==> src/rtl/comparador_pkg.sv <==
// Shared types for the MSB-first serial comparator.
// Optional macro CMP_SIGNED_EN selects two's complement words.
package comparador_pkg;

  typedef enum logic [1:0] {
    ST_IDLE = 2'd0,
    ST_EQ   = 2'd1,
    ST_GT   = 2'd2,
    ST_LT   = 2'd3
  } state_t;

  localparam int RES_GT = 2;
  localparam int RES_EQ = 1;
  localparam int RES_LT = 0;

`ifdef CMP_SIGNED_EN
  localparam bit SIGNED_EN = 1'b1;
`else
  localparam bit SIGNED_EN = 1'b0;
`endif

  function automatic logic [2:0] res_of(input state_t s);
    logic [2:0] r;
    r = '0;
    case (s)
      ST_GT:   r[RES_GT] = 1'b1;
      ST_LT:   r[RES_LT] = 1'b1;
      default: r[RES_EQ] = 1'b1;
    endcase
    return r;
  endfunction

endpackage

==> src/rtl/comparador_serie_i_d_celda.sv <==
// Next-state cell for the MSB-first comparator.
// With CMP_SIGNED_EN the sign beat inverts the decision.
module celda_inicial_i_d
  import comparador_pkg::*;
(
  input  state_t state,
  input  logic   a_bit,
  input  logic   b_bit,
  input  logic   first,
  output state_t next
);

  logic inv;

  // A sign bit set means the smaller value in two's complement.
  assign inv = first & SIGNED_EN;

  // Only an undecided word can move; GT/LT are final.
  always_comb begin
    next = state;
    if (state == ST_EQ) begin
      unique case (1'b1)
        a_bit & ~b_bit: next = inv ? ST_LT : ST_GT;
        ~a_bit & b_bit: next = inv ? ST_GT : ST_LT;
        default:        next = ST_EQ;
      endcase
    end
  end

endmodule

==> src/rtl/comparador_serie_i_d.sv <==
// Bit-serial MSB-first magnitude comparator, 3-way result.
// Optional macro CMP_SIGNED_EN: two's complement words.
module comparador_serie_i_d
  import comparador_pkg::*;
#(
  parameter int WIDTH = 8
) (
  input  logic clk,
  input  logic rst_n,
  input  logic start,
  input  logic bit_valid,
  input  logic a_bit,
  input  logic b_bit,
  output logic busy,
  output logic done,
  output logic a_gt_b,
  output logic a_eq_b,
  output logic a_lt_b
);

  localparam int CW = $clog2(WIDTH + 1);

  state_t          state;
  state_t          nxt;
  logic [CW-1:0]   cnt;
  logic            last;
  logic [2:0]      res;

  assign last = (cnt == CW'(WIDTH - 1));

  celda_inicial_i_d u_celda (
    .state (state),
    .a_bit (a_bit),
    .b_bit (b_bit),
    .first (cnt == '0),
    .next  (nxt)
  );

  // FSM, bit counter and result registers; start overrides a final beat.
  always_ff @(posedge clk or negedge rst_n) begin
    if (!rst_n) begin
      state <= ST_IDLE;
      cnt   <= '0;
      busy  <= 1'b0;
      done  <= 1'b0;
      res   <= '0;
    end else if (start) begin
      state <= ST_EQ;
      cnt   <= '0;
      busy  <= 1'b1;
      done  <= 1'b0;
      res   <= '0;
    end else if (busy && bit_valid) begin
      cnt <= cnt + CW'(1);
      if (last) begin
        state <= ST_IDLE;
        busy  <= 1'b0;
        done  <= 1'b1;
        res   <= res_of(nxt);
      end else begin
        state <= nxt;
        done  <= 1'b0;
      end
    end else begin
      done <= 1'b0;
    end
  end

  assign a_gt_b = res[RES_GT];
  assign a_eq_b = res[RES_EQ];
  assign a_lt_b = res[RES_LT];

endmodule

==> config.mk <==
export PLATFORM = sky130hd
export DESIGN_NAME = comparador_serie_i_d
export DESIGN_NICKNAME = d
export VERILOG_FILES = /design/src/rtl/comparador_pkg.sv /design/src/rtl/comparador_serie_i_d_celda.sv /design/src/rtl/comparador_serie_i_d.sv
export SDC_FILE = /design/constraint.sdc
export NUM_CORES = 1
export LEC_CHECK = 0
export CAP_MARGIN = 20
export CORE_AREA = 2 2 39 41
export CTS_CLUSTER_SIZE = 16
export DETAILED_ROUTE_END_ITERATION = 7
export DIE_AREA = 0 0 41 43
export PLACE_DENSITY = 0.63
export SLEW_MARGIN = 25
export SYNTH_ARGS = -nofsm -noshare
export SYNTH_HDL_FRONTEND = slang
export SYNTH_SLANG_ARGS = --single-unit
==> constraint.sdc <==
create_clock -name clk -period 1.4 [get_ports clk]
set_input_delay 0.21 -clock clk [delete_from_list [all_inputs] [get_ports clk]]
set_output_delay 0.21 -clock clk [all_outputs]
set_load 0.005 [all_outputs]
Word level (Yosys, flattened, before mapping)
Index checks and enable logic that the tools add are counted.
Widths: inputs -> output; s select.
{"block": "op_classes", "eq_ne": 4, "n_addsub": 1, "n_reduce_logical": 5, "n_bitwise": 4, "mux": 19}
{"op": "$mux 1", "count": 9}
{"op": "$mux 3", "count": 3}
{"op": "$mux 2", "count": 4}
{"op": "$mux 4", "count": 2}
{"op": "$add 4x1->4 const B", "count": 1}
{"op": "$eq 2x2->1 const B", "count": 2}
{"op": "$eq 4x3->1 const B", "count": 1}
{"op": "$pmux 2 s2", "count": 1}
{"op": "$reduce_bool 2->1", "count": 2}
{"op": "$and 1x1->1", "count": 2}
{"op": "$eq 2x1->1 const B", "count": 1}
{"op": "$not 1->1", "count": 2}
{"op": "$reduce_and 2->1", "count": 1}
{"op": "$reduce_or 2->1", "count": 1}
{"op": "$logic_and 1x1->1", "count": 1}
{"block": "totals", "in_bits": 6, "ff_bits": 11, "output_inout_bits": 5}

Logic depth before layout (Yosys ltp)
{"block": "depth", "ltp_word": 10, "mapped_depth": 5, "depth_no_buf": 5}

Modules after synthesis
Synthesis repeated with hierarchy kept, for this count alone.
{"block": "unflattened", "cells_unflattened": 56, "area_unflattened_um2": 579.3}
{"mod": "comparador_serie_i_d", "seq_area_each_um2": 275.3, "area_per_inst_um2": 538.0, "cells_each": 50, "n_inst": 1}
{"mod": "celda_inicial_i_d", "seq_area_each_um2": 0.0, "area_per_inst_um2": 41.3, "cells_each": 6, "n_inst": 1}

Worst setup path before layout
Ideal clock, no wire load.
{"block": "synth_path", "path_type": "input-to-reg", "startpoint": "input port b_bit", "endpoint": "register res[2]", "required_time_ps": 1301, "slack_ps": 144, "arrival_time_ps": 1156, "cell_stages": 5, "path_buffers": 0, "path_cell_list": "inv_1 ha_1 nand2b_2 o31a_1 a311oi_1"}
{"block": "synth_between", "elab_chain_len": 9}
{"item": "start, declared", "line": "comparador_serie_i_d.sv:13", "text": "input logic b_bit,"}
{"item": "$not 1->1", "line": "comparador_serie_i_d_celda.sv:23", "text": "a_bit & ~b_bit: next = inv ? ST_LT : ST_GT;"}
{"item": "$and 1x1->1", "line": "comparador_serie_i_d_celda.sv:23"}
{"item": "$pmux 2 s2 (*)", "line": "comparador_serie_i_d_celda.sv:22", "text": "unique case (1'b1)"}
{"item": "$mux 2 (*)", "line": "comparador_serie_i_d_celda.sv:21", "text": "if (state == ST_EQ) begin"}
{"item": "$eq 2x2->1 (*)", "line": "comparador_pkg.sv:25", "text": "case (s)"}
{"item": "$mux 1 (*)", "line": "comparador_pkg.sv:25"}
{"item": "$mux 3 (*)", "line": "comparador_serie_i_d.sv:55", "text": "if (last) begin"}
{"item": "$mux 3 (*)", "line": "comparador_serie_i_d.sv:53", "text": "end else if (busy && bit_valid) begin"}
{"item": "$mux 3 (*)", "line": "comparador_serie_i_d.sv:47", "text": "end else if (start) begin"}
{"item": "end signal, assigned", "line": "comparador_serie_i_d.sv:59", "text": "res <= res_of(nxt);"}
{"item": "end, declared", "line": "comparador_serie_i_d.sv:27", "text": "logic [2:0] res;"}
Every way passes the cells marked *; elsewhere a longest branch is shown, timed or not. The select of a mux whose other input is x is not followed.
A chain may end at the register's enable or synchronous reset.

Worst setup path after layout
{"block": "layout_path", "startpoint": "register res[2]", "endpoint": "output port a_gt_b"}
{"item": "end, declared", "line": "comparador_serie_i_d.sv:16", "text": "output logic a_gt_b,"}
No word-level cell between the ends.

==> reports/results.tsv <==
stage	metric	value	unit
setup_path	Critical Path Sink	a_gt_b	
grt	Global Route Usage Sum	17.1	%
sta	Final Max Slew Viols	0	
routing	DRC errors left	0	
grt	most used routing layer	met2	
outcome	status	finished clean	
routing	Via density	5.13	
setup_path	RR Startpoint	busy$_DFFE_PN0P_	
setup_path	cell family with most CP delay	buffers and inverters	
setup_path	Worst Setup SP	res[2]$_DFFE_PN0P_	
power_and_ir_drop	Cell Int Power	0.476	mW
sta	unrepaired setup endpoints after global routing	no	
yosys	Syn Inst Count	55	
floorplanning	Die H	43	um
setup_path	Worst Path Required	1.19	ns
setup_path	buffers plus inverters on the worst setup path	1	
grt	met3 Use GR	3.66	%
setup_path	reg2reg setup slack	0.13	ns
floorplanning	Site Rows	14	
power_and_ir_drop	switching portion of total power	26.0	%
yosys	Synth Flop Type	dfrtp_1	
yosys	most numerous cell in the Yosys netlist	dfrtp_1	
yosys	Synth area leaders	dfrtp_1 (49%), ha_1 (6.7%), a21oi_1 (5.4%)	
setup_path	cell count of the worst reg-to-reg path	4	
power_and_ir_drop	Pwr per Cell Area	866	nW/um^2
yosys	Mapped Area	561	sq um
layout	area grow syn2layout	32.4	%
power_and_ir_drop	Worst VDD drop	0.470	mV
setup_path	Setup CP Type	reg -> out	
yosys	fraction of registers with async set/reset	100	%
power_and_ir_drop	switching power of the nets	0.167	mW
setup_path	CP max stage delay	0.51	ns
routing	routed wire length	1140	um
yosys	Synth top area share	49.1	%
placement	Post-DP HPWL	809	um
clock_tree	Max H-tree Level	1	
yosys	Avg Cell Area, Syn	10.2	sq um
sta	Layout Skew	0.00397	ns
setup_path	Worst path depth	1	
hold_path	type of the worst min-delay path	in -> async	
sta	Fmax	0.747	GHz
grt	GR met2 Demand/Resource	25.3	%
setup_path	CP max-delay cell	clkdlybuf4s50_1	
floorplanning	I/O pins	11	
yosys	total of warnings raised by yosys	0	
routing	first-pass iteration count of the detailed router	2	
clock_tree	cts hold-fix bufs	0	
sta	hold_ws	0.260	ns
clock_tree	CTS root buf	clkbuf_4	
setup_path	Max FO, Critical Path	2	
sta	min cycle time layout	1.34	ns
setup_path	Critical Path Start Type	flop	
layout	Antenna Cells	0	
power_and_ir_drop	share of power burned in registers	52.5	%
placement	pre-CTS setup slack	-0.422	ns
sta	final setup violating endpoints	0	
sta	period utilization	95.6	%
grt	first-pass GRT wire length	2060	um
layout	final instance area	742	sq um
setup_path	crit path cell chain	clkdlybuf4s50_1	
grt	GRT overflow	0	
setup_path	worst r2r dst	res[2]$_DFFE_PN0P_	
routing	Starting DRT DRC Count	6	
yosys	top cells by count, synth	dfrtp_1 (11), a21oi_1 (6), o21ai_0 (5)	
grt	initial antenna violation count	0	
yosys	area leader, netlist	dfrtp_1	
yosys	register bit total from synthesis	11	
clock_tree	CTS tree	yes	
yosys	register area share after synthesis	49.1	%
yosys	Post-synth EDFFs	0	
clock_tree	clk sinks	11	
floorplanning	die area	1760	sq um
run	max-cap violation count	0	
setup_path	crit path DAT	1.13	ns
clock_tree	cts bufs inserted	3	
clock_tree	Worst-Skew Late Latency	0.27	ns
power_and_ir_drop	Clk pwr share	34.6	%
routing	vias	441	
layout	Nets	80	
grt	number of global-route vias before repair	481	
placement	Final Wtd Congestion	0.838	
sta	slew margin rel.	67.8	%
setup_path	Crit. End Element	output pin	
clock_tree	Worst-path clk slew	0.08	ns
routing	per-cell routed wire length	13.3	um
power_and_ir_drop	Pwr Total	0.643	mW
sta	Slew @ Worst Pin	0.481	ns
grt	largest net degree at the start of global routing	12	
floorplanning	width of the die	41	um
grt	met1 Use GR	22.9	%
power_and_ir_drop	Leakage	0.339	nW
layout	Multi-input gate area	278	sq um
sta	slack of the critical path	0.0616	ns
floorplanning	Core ar.	1380	sq um
yosys	Post-Syn Nets	64	
sta	Final Hold Vio Count	0	
yosys	Yosys cell types	25	
layout	Fillers	139	
layout	Reg area	275	sq um
power_and_ir_drop	Logic pwr share	12.9	%
placement	area post-placement	684	sq um
routing	Final ANT Viol Nets	0	
layout	share of cells above drive strength 1	21.4	%
placement	I/O Buffers	10	
clock_tree	clk buf depth	2	
floorplanning	initial core utilization	40.5	%
cells by family (layout without fill, tap and decap cells):
kind of cell    Yosys count  after routing  share of synthesized area, %
compound gates           17             17                          19.0
xor+xnor                  2              2                          3.13
fa+ha+maj                 3              3                          6.70
buf+inv                   5             20                          4.69
flops                    11             11                          49.1
simple gates             17             17                          17.4
placed cells by master, fill, tap and decap left out:
cell	Yosys	routed
o21ai_0	5	5
nand2_2	1	1
o2111ai_1	1	1
nand3b_1	1	1
dfrtp_1	11	11
a211oi_1	1	1
and3b_2	0	1
clkbuf_4	0	3
and2_1	1	1
nand2b_4	0	1
xor2_1	1	1
nor2_1	4	4
dlygate4sd2_1	0	1
xnor2_1	1	1
nand3_1	2	2
dlymetal6s2s_1	0	2
a311oi_1	1	1
nand4b_1	1	1
ha_4	0	1
clkinv_2	0	1
or3_1	1	1
ha_1	3	2
a21o_1	1	1
clkdlybuf4s50_1	0	7
o21ba_2	1	1
inv_2	0	1
buf_4	2	4
nand2b_2	2	1
a21oi_1	6	6
inv_1	2	1
o31a_1	1	1
nand2_1	3	3
worst min path at each step:
stage                                    end  slack, ns          startpoint  depth (start not counted)
after floorplan             busy$_DFFE_PN0P_      -0.09               rst_n                          0
after global placement    res[0]$_DFFE_PN0P_       0.53  res[0]$_DFFE_PN0P_                          2
after detailed placement  res[0]$_DFFE_PN0P_       0.53  res[0]$_DFFE_PN0P_                          2
after CTS                   busy$_DFFE_PN0P_       0.28               rst_n                          1
after global routing      cnt[1]$_DFFE_PN0P_       0.29               rst_n                          1
final                       busy$_DFFE_PN0P_       0.26               rst_n                          1
area by class of cell:
class	count	area share [%]
timing repair buffer	14	18.0
sequential	11	37.1
clock buffer	3	3.04
inverter	2	1.01
multi-input combinational	39	37.4
tap	16	2.70
clock inverter	1	0.675
sequential cells by signal, indices dropped and copies added (netlist names):
register,flops
cnt,4
res,3
state,2
busy,1
done,1
repair_timing:
action,4_1_cts,5_1_grt
setup endpoints to repair,3,4
resized for setup,4,3
pin swaps,1,1
buffers inserted,1,0
per-layer routing:
| layer | up-vias | routed length (um) |
|---|---|---|
| met5 | - | 0 |
| met4 | 0 | 19 |
| met3 | 4 | 33 |
| li1 | 225 | - |
| met2 | 7 | 546 |
| met1 | 205 | 541 |
per-stage QoR:
step | util, % | setup TNS, ns | instances
after floorplan | - | 0 | 55
after global placement | 49.5 | -0.826 | 81
after detailed placement | 49.5 | -0.919 | 81
after CTS | 53.2 | 0 | 86
after global routing | 53.6 | 0 | 86
final | 53.6 | 0 | 86
power by group through the flow:
stage          Combinational, mW  Sequential, mW  Clock, mW
4_1_cts                   0.0847           0.338      0.230
6_report                  0.0832           0.337      0.222
2_1_floorplan             0.0438           0.342          0
3_3_place_gp              0.0757           0.344          0
5_1_grt                   0.0929           0.340      0.246
3_5_place_dp              0.0773           0.344          0
(Power assumes the default switching activity.)
==> edit, RTL diff (same flow settings) <==
Build with the macro `CMP_SIGNED_EN` defined.
--- a/src/rtl/comparador_pkg.sv
+++ b/src/rtl/comparador_pkg.sv
@@ -1,5 +1,7 @@
 // Shared types for the MSB-first serial comparator.
 // Optional macro CMP_SIGNED_EN selects two's complement words.
+`define CMP_SIGNED_EN
+
 package comparador_pkg;
 
   typedef enum logic [1:0] {
Behaviour: not the same (a bounded check fails within 10 cycles, from zero or initial values and one cycle with rst_n low).
==> edit against the unedited design <==
- the run now ends with setup timing left
- final area increased by 26%
- area after synthesis increased by 12%
- worst setup slack got worse by 0.28 ns
- sequential cell count unchanged
- routed wire length increased by 26%
- worst hold slack about the same
- register-to-register slack got worse by 0.35 ns
- count of clock-buffer cells in the layout unchanged
- total power increased by 12%
- critical path type is now reg2reg
- highest routed layer unchanged
==> edit: results <==
export IMPL_run_status="finished, violations left"
export IMPL_failed_checks="setup timing"
export IMPL_placement_cell_area_sq_um=861
export IMPL_critical_path_max_stage_delay_ns=0.38
export IMPL_min_path_type="in2async"
export IMPL_synth_yosys_seq_area_share_pct=43.8
export IMPL_dp_worst_setup_slack_ns=-0.433
export IMPL_synth_area_top_cells="sky130_fd_sc_hd__dfrtp_1 (44%), sky130_fd_sc_hd__ha_1 (8.0%), sky130_fd_sc_hd__a2111oi_4 (4.4%)"
export IMPL_worstMarginPinSlew_ns=0.513
export IMPL_post_route_worst_setup_slack_ns=-0.219
export IMPL_drive_above_1_share_pct=37.4
export IMPL_syn_avg_cell_area_sq_um=10.1
export IMPL_setup_viol=4
export IMPL_cts_root_buf="sky130_fd_sc_hd__clkbuf_4"
export IMPL_initial_antenna_violation_count=0
export IMPL_grt_start_max_net_pins=12
export IMPL_yosys_top_cells_count="sky130_fd_sc_hd__dfrtp_1 (11), sky130_fd_sc_hd__nand2_1 (6), sky130_fd_sc_hd__a21oi_1 (5), sky130_fd_sc_hd__inv_1 (5), sky130_fd_sc_hd__ha_1 (4)"
export IMPL_grt_usage_pct=21.0
export IMPL_place_gp_congestion=0.893
export IMPL_yosysUniqueCellTypes=27
export IMPL_route_detailed_vias_per_inst=5.25
export IMPL_initial_drt_markers=12
export IMPL_crit_slowest_cell="sky130_fd_sc_hd__dfrtp_1"
export IMPL_leakage_nw=0.410
export IMPL_cts_resized=4
export IMPL_async_reset_ff_share_pct=100
export IMPL_seq_power_share_pct=46.6
export IMPL_cts_root_to_sink_buffers=2
export IMPL_post_cts_setup_buffers=1
export IMPL_worst_clock_skew_ns=0.00653
export IMPL_detailedPlacementHpwl_um=1040
export IMPL_grt_first_pass_wirelength_um=2380
export IMPL_num_cts_buffers=3
export IMPL_worst_setup_hold_path_clk_slew_ns=0.08
export IMPL_maximum_resistive_drop_on_vdd_mv=0.743
export IMPL_clock_power_mw=0.231
export IMPL_num_antenna_cells=0
export IMPL_largestRegisters="cnt: 4 flops, res: 3 flops, state: 2 flops"
export IMPL_route_detailed_wl_per_inst_um=13.4
export IMPL_insertion_delay_ns=0.28
export IMPL_tns_ns=-0.626
export IMPL_max_fanout_on_critical_path=3
export IMPL_switching_share_pct=28.3
export IMPL_vias_in_the_first_global_route=564
export IMPL_nFillCells=111
export IMPL_drt_pass1_iter_count=4
export IMPL_buffer_ports_inserted=10
export IMPL_h_tree_depth=1
export IMPL_cp_arrival_ns=1.85
export IMPL_synth_net_count=72
export IMPL_internal_power_mw=0.518
export IMPL_placed_cells_incl_taps=102
export IMPL_final_cells=107
export IMPL_synth_warnings=0
[edit: cell types whose count changed in the layout (fill, tap and decap cells not counted), sizes merged, moves of 2 or more]
cell / unedited run / this run
o21ai: 5 / 3
or3b: 0 / 2
inv: 2 / 5
clkdlybuf4s50: 7 / 10
nor2b: 0 / 2
dlymetal6s2s: 2 / 0
nand2: 4 / 6
o211ai: 0 / 3
nand2b: 2 / 0
buf: 4 / 17
[edit: final timing paths]
check | cells past startpoint | slack [ns] | endpoint | from
min in group clk | 2 | 0.55 | res[0] | res[0]
worst min-delay path | 1 | 0.26 | busy | rst_n
worst max-delay path | 5 | -0.22 | res[2] | cnt[1]
max in group asynchronous | 1 | 0.79 | res[1] | rst_n
worst min register to register | 2 | 0.55 | res[0] | res[0]
worst max register to register | 5 | -0.22 | res[2] | cnt[1]
[edit: critical path, delay by kind of cell, from the launching register on]
family / cells / cell delay, ns
simple gates: 1 / 0.38
flops: 1 / 0.38
fa+ha+maj: 1 / 0.17
compound gates: 2 / 0.57
buf+inv: 1 / 0.06
[edit: area by class of cell]
class                           count  area, sq um  area share (%)
Tap cell                           16         20.0            2.14
Multi-Input combinational cell     44          364            39.0
Clock buffer                        3         22.5            2.41
Inverter                            5         18.8            2.01
Clock inverter                      1         5.00           0.536
Sequential cell                    11          275            29.5
Timing Repair Buffer               27          228            24.4
[edit: metal layers]
metal	global-route usage (%)	wire length, um	up-vias	part of all wire (%)
li1	-	-	277	-
met1	24.2	628	272	44
met2	31.6	697	9	49
met3	4.71	51	4	3.6
met4	16.0	53	0	3.7
met5	0	0	-	0
[edit: cell families after synthesis]
group	after synthesis	synth area share, %
XOR/XNOR	2	2.79
flip-flops	11	43.8
adder cells (fa/ha/maj)	4	7.97
buffers and inverters	7	4.18
AO/OA/AOI/OAI	16	20.3
AND/OR/NAND/NOR	22	20.9
